**config.mk**
```make
export PLATFORM = sky130hd
export DESIGN_NAME = video_mem_writer
export DESIGN_NICKNAME = d
export VERILOG_FILES = /design/src/rtl/video_pkg.sv /design/src/rtl/vmw_addr_decode.sv /design/src/rtl/video_mem_writer.sv
export SDC_FILE = /design/constraint.sdc
export NUM_CORES = 1
export LEC_CHECK = 0
export ABC_AREA = 1
export CAP_MARGIN = 20
export CORE_ASPECT_RATIO = 1.1
export CORE_MARGIN = 2
export CORE_UTILIZATION = 50
export CTS_CLUSTER_SIZE = 16
export DETAILED_ROUTE_END_ITERATION = 12
export GPL_TIMING_DRIVEN = 0
export PLACE_DENSITY = 0.75
export SYNTH_ARGS = -nofsm -noshare
export SYNTH_HDL_FRONTEND = slang
export SYNTH_SLANG_ARGS = --single-unit
```
**constraint.sdc**
```tcl
create_clock -name clk -period 2.9 [get_ports clk]
set_input_delay 0.725 -clock clk [delete_from_list [all_inputs] [get_ports clk]]
set_output_delay 0.725 -clock clk [all_outputs]
set_load 0.02 [all_outputs]
```
**src/rtl/video_pkg.sv**
```systemverilog
// Shared constants, state encoding and decode record for the video memory write port.
// Address map for the optional auto-increment registers is enabled by VMW_AUTOINC_EN.
package video_pkg;

  localparam int MAP_ENTRIES  = 1200;
  localparam int PAL_ENTRIES  = 16;
  localparam int TILE_ENTRIES = 64;
  localparam int MEM_IDX_W    = 11;

  localparam int TILEMAP_BASE  = 'h0000;
  localparam int PALMAP_BASE   = 'h0800;
  localparam int PALDEF_BASE   = 'h1000;
  localparam int TILEDEF_BASE  = 'h1100;
  localparam int TILEDEF_LIMIT = 'h11FF;
  localparam int CTRL_ADDR     = 'h1F00;
  localparam int PTR_ADDR      = 'h1F01;
  localparam int DATA_ADDR     = 'h1F02;

  localparam int WE_TILEMAP = 0;
  localparam int WE_PALMAP  = 1;
  localparam int WE_PALDEF  = 2;
  localparam int WE_TILEDEF = 3;

  typedef enum logic [1:0] {
    IDLE,
    WRITE,
    CLEAR
  } state_e;

  typedef struct packed {
    logic [3:0]           mem_sel;
    logic                 ctrl_sel;
    logic                 ptr_sel;
    logic                 data_sel;
    logic [MEM_IDX_W-1:0] index;
    logic [1:0]           tile_word;
    logic                 in_range;
  } decode_t;

  // Narrow memories keep only the low bits of the CPU word.
  function automatic logic [63:0] align_narrow(input logic [3:0] sel, input logic [15:0] wdata);
    logic [63:0] d;
    d = '0;
    if (sel[WE_TILEMAP]) begin
      d[5:0] = wdata[5:0];
    end else if (sel[WE_PALMAP]) begin
      d[7:0] = wdata[7:0];
    end else if (sel[WE_PALDEF]) begin
      d[11:0] = wdata[11:0];
    end else begin
      d[15:0] = wdata;
    end
    return d;
  endfunction

endpackage

```
**src/rtl/vmw_addr_decode.sv**
```systemverilog
// Combinational CPU word-address decoder: region one-hot, entry index and tile word.
// The PTR/DATA registers decode only when VMW_AUTOINC_EN is defined.
module vmw_addr_decode #(
  parameter int ADDR_W      = 13,
  parameter int MAP_ENTRIES = 1200
) (
  input  logic [ADDR_W-1:0] addr,
  output video_pkg::decode_t dec
);
  import video_pkg::*;

  logic [ADDR_W-1:0] off_tilemap;
  logic [ADDR_W-1:0] off_palmap;
  logic [ADDR_W-1:0] off_paldef;
  logic [ADDR_W-1:0] off_tiledef;

  always_comb begin
    off_tilemap = addr - ADDR_W'(TILEMAP_BASE);
    off_palmap  = addr - ADDR_W'(PALMAP_BASE);
    off_paldef  = addr - ADDR_W'(PALDEF_BASE);
    off_tiledef = addr - ADDR_W'(TILEDEF_BASE);
  end

  // Tiledef packs four 16-bit words per 64-bit row, so the row index drops the word bits.
  always_comb begin
    dec = '0;
    if (addr < ADDR_W'(TILEMAP_BASE + MAP_ENTRIES)) begin
      dec.mem_sel[WE_TILEMAP] = 1'b1;
      dec.index               = MEM_IDX_W'(off_tilemap);
    end else if (addr >= ADDR_W'(PALMAP_BASE) && addr < ADDR_W'(PALMAP_BASE + MAP_ENTRIES)) begin
      dec.mem_sel[WE_PALMAP] = 1'b1;
      dec.index              = MEM_IDX_W'(off_palmap);
    end else if (addr >= ADDR_W'(PALDEF_BASE) && addr < ADDR_W'(PALDEF_BASE + PAL_ENTRIES)) begin
      dec.mem_sel[WE_PALDEF] = 1'b1;
      dec.index              = MEM_IDX_W'(off_paldef);
    end else if (addr >= ADDR_W'(TILEDEF_BASE) && addr <= ADDR_W'(TILEDEF_LIMIT)) begin
      dec.mem_sel[WE_TILEDEF] = 1'b1;
      dec.index               = MEM_IDX_W'(off_tiledef >> 2);
      dec.tile_word           = off_tiledef[1:0];
    end else if (addr == ADDR_W'(CTRL_ADDR)) begin
      dec.ctrl_sel = 1'b1;
    end
`ifdef VMW_AUTOINC_EN
    else if (addr == ADDR_W'(PTR_ADDR)) begin
      dec.ptr_sel = 1'b1;
    end else if (addr == ADDR_W'(DATA_ADDR)) begin
      dec.data_sel = 1'b1;
    end
`endif
    dec.in_range = (|dec.mem_sel) | dec.ctrl_sel | dec.ptr_sel | dec.data_sel;
  end

endmodule

```
**src/rtl/video_mem_writer.sv**
```systemverilog
// CPU write port for the tile renderer memories: decode, tile row assembly and hardware clear.
// Define VMW_AUTOINC_EN to add the PTR (0x1F01) / DATA (0x1F02) auto-increment registers.
module video_mem_writer #(
  parameter int ADDR_W      = 13,
  parameter int MAP_ENTRIES = 1200,
  parameter int AUTO_CLEAR  = 1
) (
  input  logic              clk,
  input  logic              resetn,
  input  logic              cpu_req,
  input  logic              cpu_we,
  input  logic [ADDR_W-1:0] cpu_addr,
  input  logic [15:0]       cpu_wdata,
  output logic [15:0]       cpu_rdata,
  output logic              cpu_ack,
  output logic              busy,
  output logic [3:0]        mem_we,
  output logic [10:0]       mem_addr,
  output logic [63:0]       mem_data
);
  import video_pkg::*;

  localparam logic [MEM_IDX_W-1:0] LAST_ENTRY = MEM_IDX_W'(MAP_ENTRIES - 1);

  state_e               state_q, state_d;
  logic                 clear_pend_q, clear_pend_d;
  logic [MEM_IDX_W-1:0] clr_cnt_q, clr_cnt_d;
  logic                 req_we_q, req_we_d;
  logic [ADDR_W-1:0]    req_addr_q, req_addr_d;
  logic [15:0]          req_wdata_q, req_wdata_d;
  logic [2:0][15:0]     stage_q, stage_d;
  logic                 ack_q, ack_d;
  logic [15:0]          rdata_q, rdata_d;
  logic                 busy_q, busy_d;
  logic [3:0]           mem_we_q, mem_we_d;
  logic [MEM_IDX_W-1:0] mem_addr_q, mem_addr_d;
  logic [63:0]          mem_data_q, mem_data_d;
`ifdef VMW_AUTOINC_EN
  logic [ADDR_W-1:0]    ptr_q, ptr_d;
`endif

  logic [ADDR_W-1:0]    eff_addr;
  decode_t              dec;

  // A DATA write is redirected to the address held in PTR; everything else decodes as issued.
  always_comb begin
`ifdef VMW_AUTOINC_EN
    eff_addr = (req_we_q && req_addr_q == ADDR_W'(DATA_ADDR)) ? ptr_q : req_addr_q;
`else
    eff_addr = req_addr_q;
`endif
  end

  vmw_addr_decode #(
    .ADDR_W      (ADDR_W),
    .MAP_ENTRIES (MAP_ENTRIES)
  ) u_decode (
    .addr (eff_addr),
    .dec  (dec)
  );

  always_comb begin
    state_d      = state_q;
    clear_pend_d = clear_pend_q;
    clr_cnt_d    = clr_cnt_q;
    req_we_d     = req_we_q;
    req_addr_d   = req_addr_q;
    req_wdata_d  = req_wdata_q;
    stage_d      = stage_q;
    ack_d        = 1'b0;
    rdata_d      = '0;
    busy_d       = 1'b0;
    mem_we_d     = '0;
    mem_addr_d   = mem_addr_q;
    mem_data_d   = mem_data_q;
`ifdef VMW_AUTOINC_EN
    ptr_d        = ptr_q;
`endif

    unique case (state_q)
      // Ignoring req during the ack cycle keeps a slow-to-drop CPU from being served twice.
      IDLE: begin
        if (clear_pend_q) begin
          clear_pend_d = 1'b0;
          clr_cnt_d    = '0;
          state_d      = CLEAR;
        end else if (cpu_req && !ack_q) begin
          req_we_d    = cpu_we;
          req_addr_d  = cpu_addr;
          req_wdata_d = cpu_wdata;
          state_d     = WRITE;
        end
      end

      WRITE: begin
        ack_d   = 1'b1;
        state_d = IDLE;
        if (req_we_q && dec.in_range) begin
          if (dec.mem_sel[WE_TILEDEF]) begin
            unique case (dec.tile_word)
              2'd0: stage_d[0] = req_wdata_q;
              2'd1: stage_d[1] = req_wdata_q;
              2'd2: stage_d[2] = req_wdata_q;
              default: begin
                mem_we_d[WE_TILEDEF] = 1'b1;
                mem_addr_d           = dec.index;
                mem_data_d           = {req_wdata_q, stage_q[2], stage_q[1], stage_q[0]};
              end
            endcase
          end else if (|dec.mem_sel) begin
            mem_we_d   = dec.mem_sel;
            mem_addr_d = dec.index;
            mem_data_d = align_narrow(dec.mem_sel, req_wdata_q);
          end else if (dec.ctrl_sel && req_wdata_q[0]) begin
            clr_cnt_d = '0;
            state_d   = CLEAR;
          end
`ifdef VMW_AUTOINC_EN
          else if (dec.ptr_sel) begin
            ptr_d = ADDR_W'(req_wdata_q);
          end
`endif
        end else if (!req_we_q && dec.in_range) begin
          if (dec.ctrl_sel) begin
            rdata_d = {15'b0, busy_q};
          end
`ifdef VMW_AUTOINC_EN
          else if (dec.ptr_sel) begin
            rdata_d = 16'(ptr_q);
          end
`endif
        end
`ifdef VMW_AUTOINC_EN
        if (req_we_q && req_addr_q == ADDR_W'(DATA_ADDR)) begin
          ptr_d = ptr_q + 1'b1;
        end
`endif
      end

      // Palette and tile memories are shorter than the maps, so their strobes drop out early.
      CLEAR: begin
        busy_d               = 1'b1;
        mem_we_d[WE_TILEMAP] = 1'b1;
        mem_we_d[WE_PALMAP]  = 1'b1;
        mem_we_d[WE_PALDEF]  = (clr_cnt_q < MEM_IDX_W'(PAL_ENTRIES));
        mem_we_d[WE_TILEDEF] = (clr_cnt_q < MEM_IDX_W'(TILE_ENTRIES));
        mem_addr_d           = clr_cnt_q;
        mem_data_d           = '0;
        if (clr_cnt_q == LAST_ENTRY) begin
          clr_cnt_d = '0;
          state_d   = IDLE;
        end else begin
          clr_cnt_d = clr_cnt_q + 1'b1;
        end
      end

      default: state_d = IDLE;
    endcase
  end

  always_ff @(posedge clk) begin
    if (!resetn) begin
      state_q      <= IDLE;
      clear_pend_q <= (AUTO_CLEAR != 0);
      clr_cnt_q    <= '0;
      req_we_q     <= 1'b0;
      req_addr_q   <= '0;
      req_wdata_q  <= '0;
      stage_q      <= '0;
      ack_q        <= 1'b0;
      rdata_q      <= '0;
      busy_q       <= 1'b0;
      mem_we_q     <= '0;
      mem_addr_q   <= '0;
      mem_data_q   <= '0;
`ifdef VMW_AUTOINC_EN
      ptr_q        <= '0;
`endif
    end else begin
      state_q      <= state_d;
      clear_pend_q <= clear_pend_d;
      clr_cnt_q    <= clr_cnt_d;
      req_we_q     <= req_we_d;
      req_addr_q   <= req_addr_d;
      req_wdata_q  <= req_wdata_d;
      stage_q      <= stage_d;
      ack_q        <= ack_d;
      rdata_q      <= rdata_d;
      busy_q       <= busy_d;
      mem_we_q     <= mem_we_d;
      mem_addr_q   <= mem_addr_d;
      mem_data_q   <= mem_data_d;
`ifdef VMW_AUTOINC_EN
      ptr_q        <= ptr_d;
`endif
    end
  end

  assign cpu_ack   = ack_q;
  assign cpu_rdata = rdata_q;
  assign busy      = busy_q;
  assign mem_we    = mem_we_q;
  assign mem_addr  = mem_addr_q;
  assign mem_data  = mem_data_q;

endmodule

```
* Yosys cells after proc, flatten, opt, wreduce, memory -nomap -nowiden
Cells that the tools add are included.
Widths: inputs -> output; s select.
** Operators by class
- Multipliers :: 0
- Reductions and logical operators :: 24
- Bitwise logic cells :: 6
- $add $sub $neg :: 4
- Div/mod/pow operators :: 0
- Equality and inequality tests :: 15
- Order comparisons :: 9
- Muxes and demuxes :: 55
- Shifts and indexed selects :: 0
** Operators with widths (count)
- $mux 64 :: 4
- $mux 11 :: 13
- $pmux 64 s2 :: 1
- $pmux 11 s3 :: 1
- $ge 13x13->1 const B :: 2
- $mux 2 :: 11
- $pmux 11 s2 :: 1
- $sub 11x1->11 const B :: 2
- $reduce_and 4->1 :: 4
- $mux 1 :: 14
- $eq 13x13->1 const B :: 1
- $ge 13x12->1 const B :: 1
- $le 13x13->1 const B :: 1
- $lt 13x11->1 const B :: 1
- $lt 13x12->1 const B :: 1
- $lt 13x13->1 const B :: 1
- $mux 13 :: 1
- $sub 13x13->13 const B :: 1
- $ne 2x2->1 const B :: 6
- $add 11x1->11 const B :: 1
- $eq 11x11->1 const B :: 1
- $lt 11x5->1 const B :: 1
- $lt 11x7->1 const B :: 1
- $mux 10 :: 1
- 21 further kinds :: 41
** Word-level totals
- Input port bits :: 33
- Bits in latches :: 0
- Memory bits (writable) :: 0
- Register bits :: 189
- Word-level logic and storage cells :: 129
- Output and inout bits :: 97
- Memory bits (read-only) :: 0
- Memories kept :: 0

* Logic depth before layout (Yosys ltp)
Gate-level depths: netlist of run 1.
- Depth after elaboration :: 13
- Gate-level depth with buffers :: 17
- Mapped depth without buffers :: 16

* Cells and area by module
Synthesis of run 1 repeated with hierarchy kept, for this count alone.
** Unflattened totals
- Cell total of the unflattened synthesis :: 1104
- Area total of the unflattened synthesis :: 7747.4 µm²
** By module, submodules not included
- video_mem_writer :: times used 1, sequential area each 3483.3 µm², cells an instance 978, area an instance 7084.3 µm²
- vmw_addr_decode :: times used 1, sequential area each 0.0 µm², cells an instance 126, area an instance 663.1 µm²

* Worst setup path before layout of run 1
No wires, ideal clock.
- Kind :: reg2reg
- Start :: reg req_addr_q[9] (netlist: eff_addr[9])
- End :: reg mem_data_q[12] (netlist: mem_data[12])
- Arrival time :: 1967 ps
- Stages on the path, launching flop included :: 16
- Setup time :: 113 ps
- Period minus slack after synthesis :: 2079 ps
- Data required time :: 2787 ps
- Path slack :: 821 ps
- Path buffers :: 2
- Cell sequence :: dfxtp_1 -> inv_1 -> ha_1 -> nand3_1 -> nor2_2 -> nand3_2 -> nand2_4 -> nand2_2 -> nand2_2 -> nand2_1 -> nand2_1 -> buf_4 -> nand3_4 -> buf_4 -> nor2_1 -> nor2_1
** On the way
- Cells in the longest elaborated chain, start to end :: 12
- Elaborated cells on any way between the ends :: 45
- Those cells by class :: order compare: 7; eq/ne: 6; mux: 23; bitwise: 1; reduce/logical: 8
** RTL lines
- from (decl) :: RTL line video_mem_writer.sv:29 : logic [ADDR_W-1:0] req_addr_q, req_addr_d;
- from (signal assigned) :: RTL line video_mem_writer.sv:184 : req_addr_q <= req_addr_d;
- $ge 13x13->1 / $lt 13x13->1 (equally long branches) :: RTL line vmw_addr_decode.sv:33 : end else if (addr >= ADDR_W'(PALDEF_BASE) && addr < ADDR_W'(PALDEF_BASE + PAL_ENTRIES)) begin
- $logic_and 1x1->1 :: RTL line vmw_addr_decode.sv:33
- $mux 1 :: RTL line vmw_addr_decode.sv:33
- $mux 2 :: RTL line vmw_addr_decode.sv:30 : end else if (addr >= ADDR_W'(PALMAP_BASE) && addr < ADDR_W'(PALMAP_BASE + MAP_ENTRIES)) begin
- $mux 3 :: RTL line vmw_addr_decode.sv:27 : if (addr < ADDR_W'(TILEMAP_BASE + MAP_ENTRIES)) begin
- $mux 4 :: RTL line video_pkg.sv:48 : end else if (sel[WE_PALDEF]) begin
- $mux 8 :: RTL line video_pkg.sv:46 : end else if (sel[WE_PALMAP]) begin
- $mux 10 :: RTL line video_pkg.sv:44 : if (sel[WE_TILEMAP]) begin
- $mux 64 :: RTL line video_mem_writer.sv:110 : end else if (|dec.mem_sel) begin
- $mux 64 :: RTL line video_mem_writer.sv:99 : if (dec.mem_sel[WE_TILEDEF]) begin
- $mux 64 :: RTL line video_mem_writer.sv:98 : if (req_we_q && dec.in_range) begin
- $pmux 64 s2 :: RTL line video_mem_writer.sv:80 : unique case (state_q)
- to (signal assigned) :: RTL line video_mem_writer.sv:192 : mem_data_q <= mem_data_d;
- to (decl) :: RTL line video_mem_writer.sv:37 : logic [63:0] mem_data_q, mem_data_d;
Several ways; a longest one is shown, not always the timed one. The select of a mux whose other input is x is not followed.
A chain may end at the register's enable or synchronous reset.

* Worst setup path in the final report of run 1
- Start :: reg req_addr_q[8] (netlist: eff_addr[8])
- End :: reg mem_addr_q[5] (netlist: mem_addr[5])
** On the way
- Cells in the longest elaborated chain, start to end :: 11
- Elaborated cells on any way between the ends :: 46
- Those cells by class :: order compare: 7; eq/ne: 6; mux: 24; bitwise: 1; reduce/logical: 8
** RTL lines
- $ge 13x13->1 / $le 13x13->1 (equally long branches) :: RTL line vmw_addr_decode.sv:36 : end else if (addr >= ADDR_W'(TILEDEF_BASE) && addr <= ADDR_W'(TILEDEF_LIMIT)) begin
- $logic_and 1x1->1 :: RTL line vmw_addr_decode.sv:36
- $mux 1 :: RTL line vmw_addr_decode.sv:36
- $mux 1 :: RTL line vmw_addr_decode.sv:33
- $mux 2 :: RTL line vmw_addr_decode.sv:30
- $mux 3 :: RTL line vmw_addr_decode.sv:27
- $reduce_or 4->1 :: RTL line vmw_addr_decode.sv:50, video_mem_writer.sv:110
- $or 1x1->1 :: RTL line vmw_addr_decode.sv:50 : dec.in_range = (|dec.mem_sel) | dec.ctrl_sel | dec.ptr_sel | dec.data_sel;
- $logic_and 1x1->1 :: RTL line video_mem_writer.sv:98
- $ne 2x2->1 (no source line)
- $reduce_and 4->1 (no source line)
- to (signal assigned) :: RTL line video_mem_writer.sv:191 : mem_addr_q <= mem_addr_d;
- to (decl) :: RTL line video_mem_writer.sv:36 : logic [MEM_IDX_W-1:0] mem_addr_q, mem_addr_d;
Several ways; a longest one is shown, not always the timed one. The select of a mux whose other input is x is not followed.

==> out/metrics.yaml, run 1 <==
status: "finished, final reports clean"
cp-start-kind: "flip-flop"
cts-root-buf: "clkbuf_16"
hold_buffers: 0
area_growth_pct: 24.64
setup_violations: 0
switching_share: 0.3938
finalCriticalPeriod_ns: 2.629
rsz0062_at_grt: "no"
crit_path_max_fanout: 10
num-fill-cells: 1558
crit_type: "flip-flop to flip-flop"
hold_violations: 0
synth_seq_cells: 174
crit_required_ns: 3.27
whs_path_depth: 2
skew_ns: 0.01037
core_area_sq_mm: 0.01625
synthCells: 1233
drt_iter0_drc: 591
cp.arrival_ns: 3.00
yosys_warnings: 0
ff_latch_area_sq_mm: 0.003483
die_x_um: 126.6
grt_overflow: 0
fin_crit_sh: 0.9065
syn_area_sq_mm: 0.008262
seq_power_share: 0.350
grt_pass1_wl_um: 37610
clk_pin_slew_ns: 0.06
clk_path_buf_depth: 2
tightestPinTransition_ns: 0.6803
grtUsageTotal: 0.2709
cap_violations: 0
pwr-share-comb: 0.417
vias_per_cell: 5.213
reg2reg_depth: 11
vias: 8325
maxSlewViolCount: 0
yosysUniqueCellTypes: 36
antennaDiodeCount: 0
layout-drive-gt1-share: 0.08112
fmax_ghz: 0.3804
dr.pass1.iters: 5
wl_per_cell_um: 14.95
cts_buffers: 17
wl_um: 23870
p_clk_frac: 0.233
relSlewSlack: 0.5465
dp_hpwl_um: 17730
multi_input_area_sq_mm: 0.003986
grt_pass1_vias: 7445
utilization: 0.6338
io_buffer_count: 113
switching_power_mw: 3.821
layout.nets: 1422
clk_latency_ns: 0.44
initial_core_util: 0.5085
p_leak_nw: 4.479
core.rowCount: 49
antenna_found_initial: 0
synthTopCellsByArea: "dfxtp_1, nor2_1, nand2_1"
end_kind: "flip-flop"
num_io_pins: 130
cts.htree.levels: 4
p_per_area_mw_per_mm2: 942.2
synth-seq-area-share: 0.4216
yosysTopAreaCell: "dfxtp_1"
cts.sinks: 174
grt_max_degree: 17
gp_congestion: 0.9572
cts_tree: "done"
layout_common_cells: "nor2_1, nand2_1, dfxtp_1, clkdlybuf4s50_1, inv_1"
ant_nets: 0
min_path_type: "flip-flop to flip-flop"
synth_top_area_frac: 0.4216
synth_area_per_cell_sq_um: 6.700
setup_tns_ns: 0
p_int_mw: 5.881
die_h_um: 138.8
final_common_cell: "nor2_1"
die-area_sq_mm: 0.01757
drcViolationCount: 0
vdd_drop_max_mv: 0.4716
## critical path: stages (launching register included)
cell,delay (ns)
dfxtp_1,0.54
ha_1,0.21
nand3_1,0.08
nor2_2,0.16
nand3_2,0.16
a21oi_4,0.33
nand4_1,0.15
buf_2,0.26
buf_1,0.30
nand4_1,0.20
nand2_1,0.06
nor2_1,0.10
## cell type report
class | count | share of cell area
buffer | 93 | 0.04678
clock buffer | 20 | 0.04338
clock inverter | 12 | 0.01337
inverter | 98 | 0.03572
multi-input combinational | 882 | 0.3871
sequential | 174 | 0.3383
tap | 204 | 0.02479
timing repair buffer | 114 | 0.1106
## power by group through the flow
stage	clock (mW)	sequential [mW]	combinational (mW)
final	2.26	3.39	4.05
after global routing	2.38	3.46	4.48
after CTS	2.29	3.39	4.04
after detailed placement	0	3.44	4.02
after global placement	0	3.42	3.98
after floorplan	0	3.83	2.10
## final timing paths
kind / startpoint / endpoint / slack, ns
max: eff_addr[8] / mem_addr[5] / 0.27
min: busy / cpu_rdata[0] / 0.46
max reg2reg: eff_addr[8] / mem_addr[5] / 0.27
min reg2reg: busy / cpu_rdata[0] / 0.46
## flip-flops by register name, summed over array words and instances, names as in the netlist
| register | flops |
|---|---|
| busy | 1 |
| clear_pend_q | 1 |
| clr_cnt_q | 11 |
| cpu_ack | 1 |
| cpu_rdata | 1 |
| eff_addr | 13 |
| mem_addr | 11 |
| mem_data | 64 |
| mem_we | 4 |
| req_wdata_q | 16 |
| req_we_q | 1 |
| stage_q | 48 |
| state_q | 2 |
## metal layers
layer / up-vias / global-route usage / routed length, um
met5: - / 0 / 0
met4: 0 / 0.1157 / 1007
met3: 70 / 0.04900 / 1552
met2: 314 / 0.4723 / 11720
met1: 3762 / 0.3255 / 9588
li1: 4179 / - / -
## what timing repair did
| item | in CTS | in global routing |
|---|---|---|
| gates resized for setup | 0 | 2 |
| setup buffers | 0 | 1 |
| endpoints found under the setup margin | 0 | 8 |
## kinds of logic after synthesis
group / Yosys count / share of synthesized area
other: 1 / 0.0004539
flip-flops: 174 / 0.4216
AND/OR/NAND/NOR: 744 / 0.3856
buffers and inverters: 191 / 0.1028
AO/OA/AOI/OAI: 111 / 0.07269
XOR/XNOR: 3 / 0.003181
adder cells (fa/ha/maj): 9 / 0.01363
## synthesized netlist by cell type (all sizes together)
library cell and instances:
nor2 293, nand2 290, dfxtp 174, inv 98, nand3 69, buf 65, nand4 65, o21ai 61
a21oi 34, clkbuf 28, nor3 23, ha 9, a21boi 5, o22ai 4, a22oi 3, xor2 3
nor4 2, o211ai 2, a31oi 1, conb 1, o21a 1, or2 1, or4 1
## stage by stage
step                cell area, sq um  hold slack (ns)  power, mW  cells  setup WS [ns]
floorplan                       8314           0.4502      5.932   1247         0.8205
global placement                9701           0.4580      7.407   1564         0.1466
detailed placement              9701           0.4471      7.461   1564         0.1086
CTS                            10280           0.4628      9.723   1596        0.09277
global route                   10300           0.4923      10.32   1597        0.07347
finish                         10300           0.4604      9.702   1597         0.2711
Note: power is estimated with default switching activity, not from simulation.
==> run 2, diff against run 1 <==
CORE_UTILIZATION = 40   (was 50)
PLACE_DENSITY = default   (was 0.75)
==> run 2 against run 1 <==
Critical path depth up 1; via count down 2.2%; register-to-register slack worse by 0.08 ns; highest routed layer unchanged; setup slack worse by 0.080 ns; sequential share of layout area down 0.26 points; die area up 24%; clock-buffer cell count down 1; total power up 0.84%; clock power up 2%; routed wire length up 6.7%; design area up 0.80%.
==> out/metrics.yaml, run 2 (synthesis results as in run 1) <==
status: "finished, final reports clean"
finalCriticalPeriod_ns: 2.709
vdd_drop_max_mv: 0.4725
drcViolationCount: 0
cts-root-buf: "clkbuf_16"
cap_violations: 0
core_area_sq_mm: 0.02044
critPathMostFrequentCell: "nand4_1"
vias_per_cell: 4.933
min_path_type: "flip-flop to flip-flop"
p_clk_frac: 0.236
crit_type: "flip-flop to flip-flop"
skew_ns: 0.01382
rsz0062_at_grt: "no"
area_growth_pct: 25.64
maxSlewViolCount: 0
path_cells: "inv_1 -> ha_1 -> nand3_1 -> nor2_2 -> nand3_2 -> a21oi_4 -> nand4_1 -> buf_2 -> buf_1 -> nand4_1 -> nand2_1 -> nor2_1"
vias: 8139
clk_latency_ns: 0.44
initial_core_util: 0.4042
switching_power_mw: 3.903
hold_buffers: 0
antenna_found_initial: 0
finalWorstSetupSlack_ns: 0.1910
die-area_sq_mm: 0.02182
grt_max_degree: 17
die_h_um: 154.7
gp_congestion: 0.9521
grt_overflow: 0
critPathMaxStageDelay_ns: 0.37
relSlewSlack: 0.4367
final_common_cell: "nor2_1"
dp_hpwl_um: 19100
core.rowCount: 55
layout_common_cells: "nor2_1, nand2_1, dfxtp_1, clkdlybuf4s50_1, inv_1"
whs_ns: 0.4651
seq_power_share: 0.347
grtUsageTotal: 0.2359
tightestPinTransition_ns: 0.8419
end_kind: "flip-flop"
antennaDiodeCount: 0
cts.htree.levels: 4
fmax_ghz: 0.3691
crit_path_max_fanout: 10
setup_tns_ns: 0
largest_reg_flops: 64
cts.sinks: 174
p_leak_nw: 4.506
hold_violations: 0
cts_buffers: 17
switching_share: 0.3990
setup_violations: 0
p_int_mw: 5.880
drt_iter0_drc: 507
cp.arrival_ns: 3.09
p_per_area_mw_per_mm2: 942.5
cp-start-kind: "flip-flop"
dr.pass1.iters: 5
die_x_um: 141.0
fin_crit_sh: 0.9341
crit_required_ns: 3.28
ant_nets: 0
clk_pin_slew_ns: 0.07
layout.nets: 1423
power_mw: 9.783
layout-drive-gt1-share: 0.08250
num_io_pins: 130
wl_per_cell_um: 15.43
grt_pass1_vias: 7506
crit_path_top_delay_cell: "dfxtp_1"
preCtsSetupSlack_ns: 0.04313
pwr-share-comb: 0.417
cts_tree: "done"
final_area_sq_mm: 0.01038
grt_pass1_wl_um: 39710
io_buffer_count: 113
wl_um: 25470
clk_path_buf_depth: 2
placed_area_sq_mm: 0.009766
-- run 2: metrics by stage --
| stage | std cells | utilization |
|---|---|---|
| finish | 1650 | 0.5079 |
| global route | 1650 | 0.5079 |
| CTS | 1648 | 0.5068 |
| detailed placement | 1616 | 0.4778 |
| global placement | 1616 | 0.4778 |
| floorplan | 1247 | - |
-- run 2: metal layers --
layer,part of all wire,routed length [um],track usage,up-vias
met5,0,0,0,-
met4,0.043,1095,0.1214,0
met3,0.055,1395,0.03932,56
li1,-,-,-,4188
met1,0.42,10610,0.2858,3648
met2,0.49,12360,0.4030,247
-- run 2: repair_timing --
action / in CTS / in global routing
setup endpoints to repair: 0 / 24
buffers inserted: 0 / 2
resized for setup: 0 / 2
-- run 2: final cells by class --
type,count,area (sq um)
Buffer,93,481.7
Clock buffer,19,432.9
Clock inverter,13,160.2
Fill cell,2141,10060
Inverter,98,367.9
Multi-Input combinational cell,882,3986
Sequential cell,174,3485
Tap cell,256,320.3
Timing Repair Buffer,115,1146
-- run 2: worst max-delay path, delay by kind of cell, from the launching register on --
| kind | cells | cell delay [ns] |
|---|---|---|
| AND/OR/NAND/NOR | 7 | 0.97 |
| buffers and inverters | 3 | 0.79 |
| flip-flops | 1 | 0.37 |
| AO/OA/AOI/OAI | 1 | 0.35 |
| adder cells (fa/ha/maj) | 1 | 0.17 |
-- run 2: path summary, 6_finish.rpt --
path,start,cells after the start,slack (ns),to
setup reg to reg,eff_addr[9],12,0.19,mem_data[19]
hold / removal,busy,2,0.47,cpu_rdata[0]
hold reg to reg,busy,2,0.47,cpu_rdata[0]
setup / recovery,eff_addr[9],12,0.19,mem_data[19]
-- run 2: power by group through the flow --
stage	Clock (mW)	Combinational (mW)	Sequential, mW
6_report	2.31	4.08	3.40
5_1_grt	2.45	4.51	3.47
3_3_place_gp	0	4.06	3.44
3_5_place_dp	0	4.08	3.45
2_1_floorplan	0	2.10	3.83
4_1_cts	2.35	4.09	3.40
==> run 3, diff against run 2 <==
CTS_CLUSTER_SIZE = 25   (was 16)
==> results of run 3 <==
Final layout, timing and power as in run 2 (identical DEF).
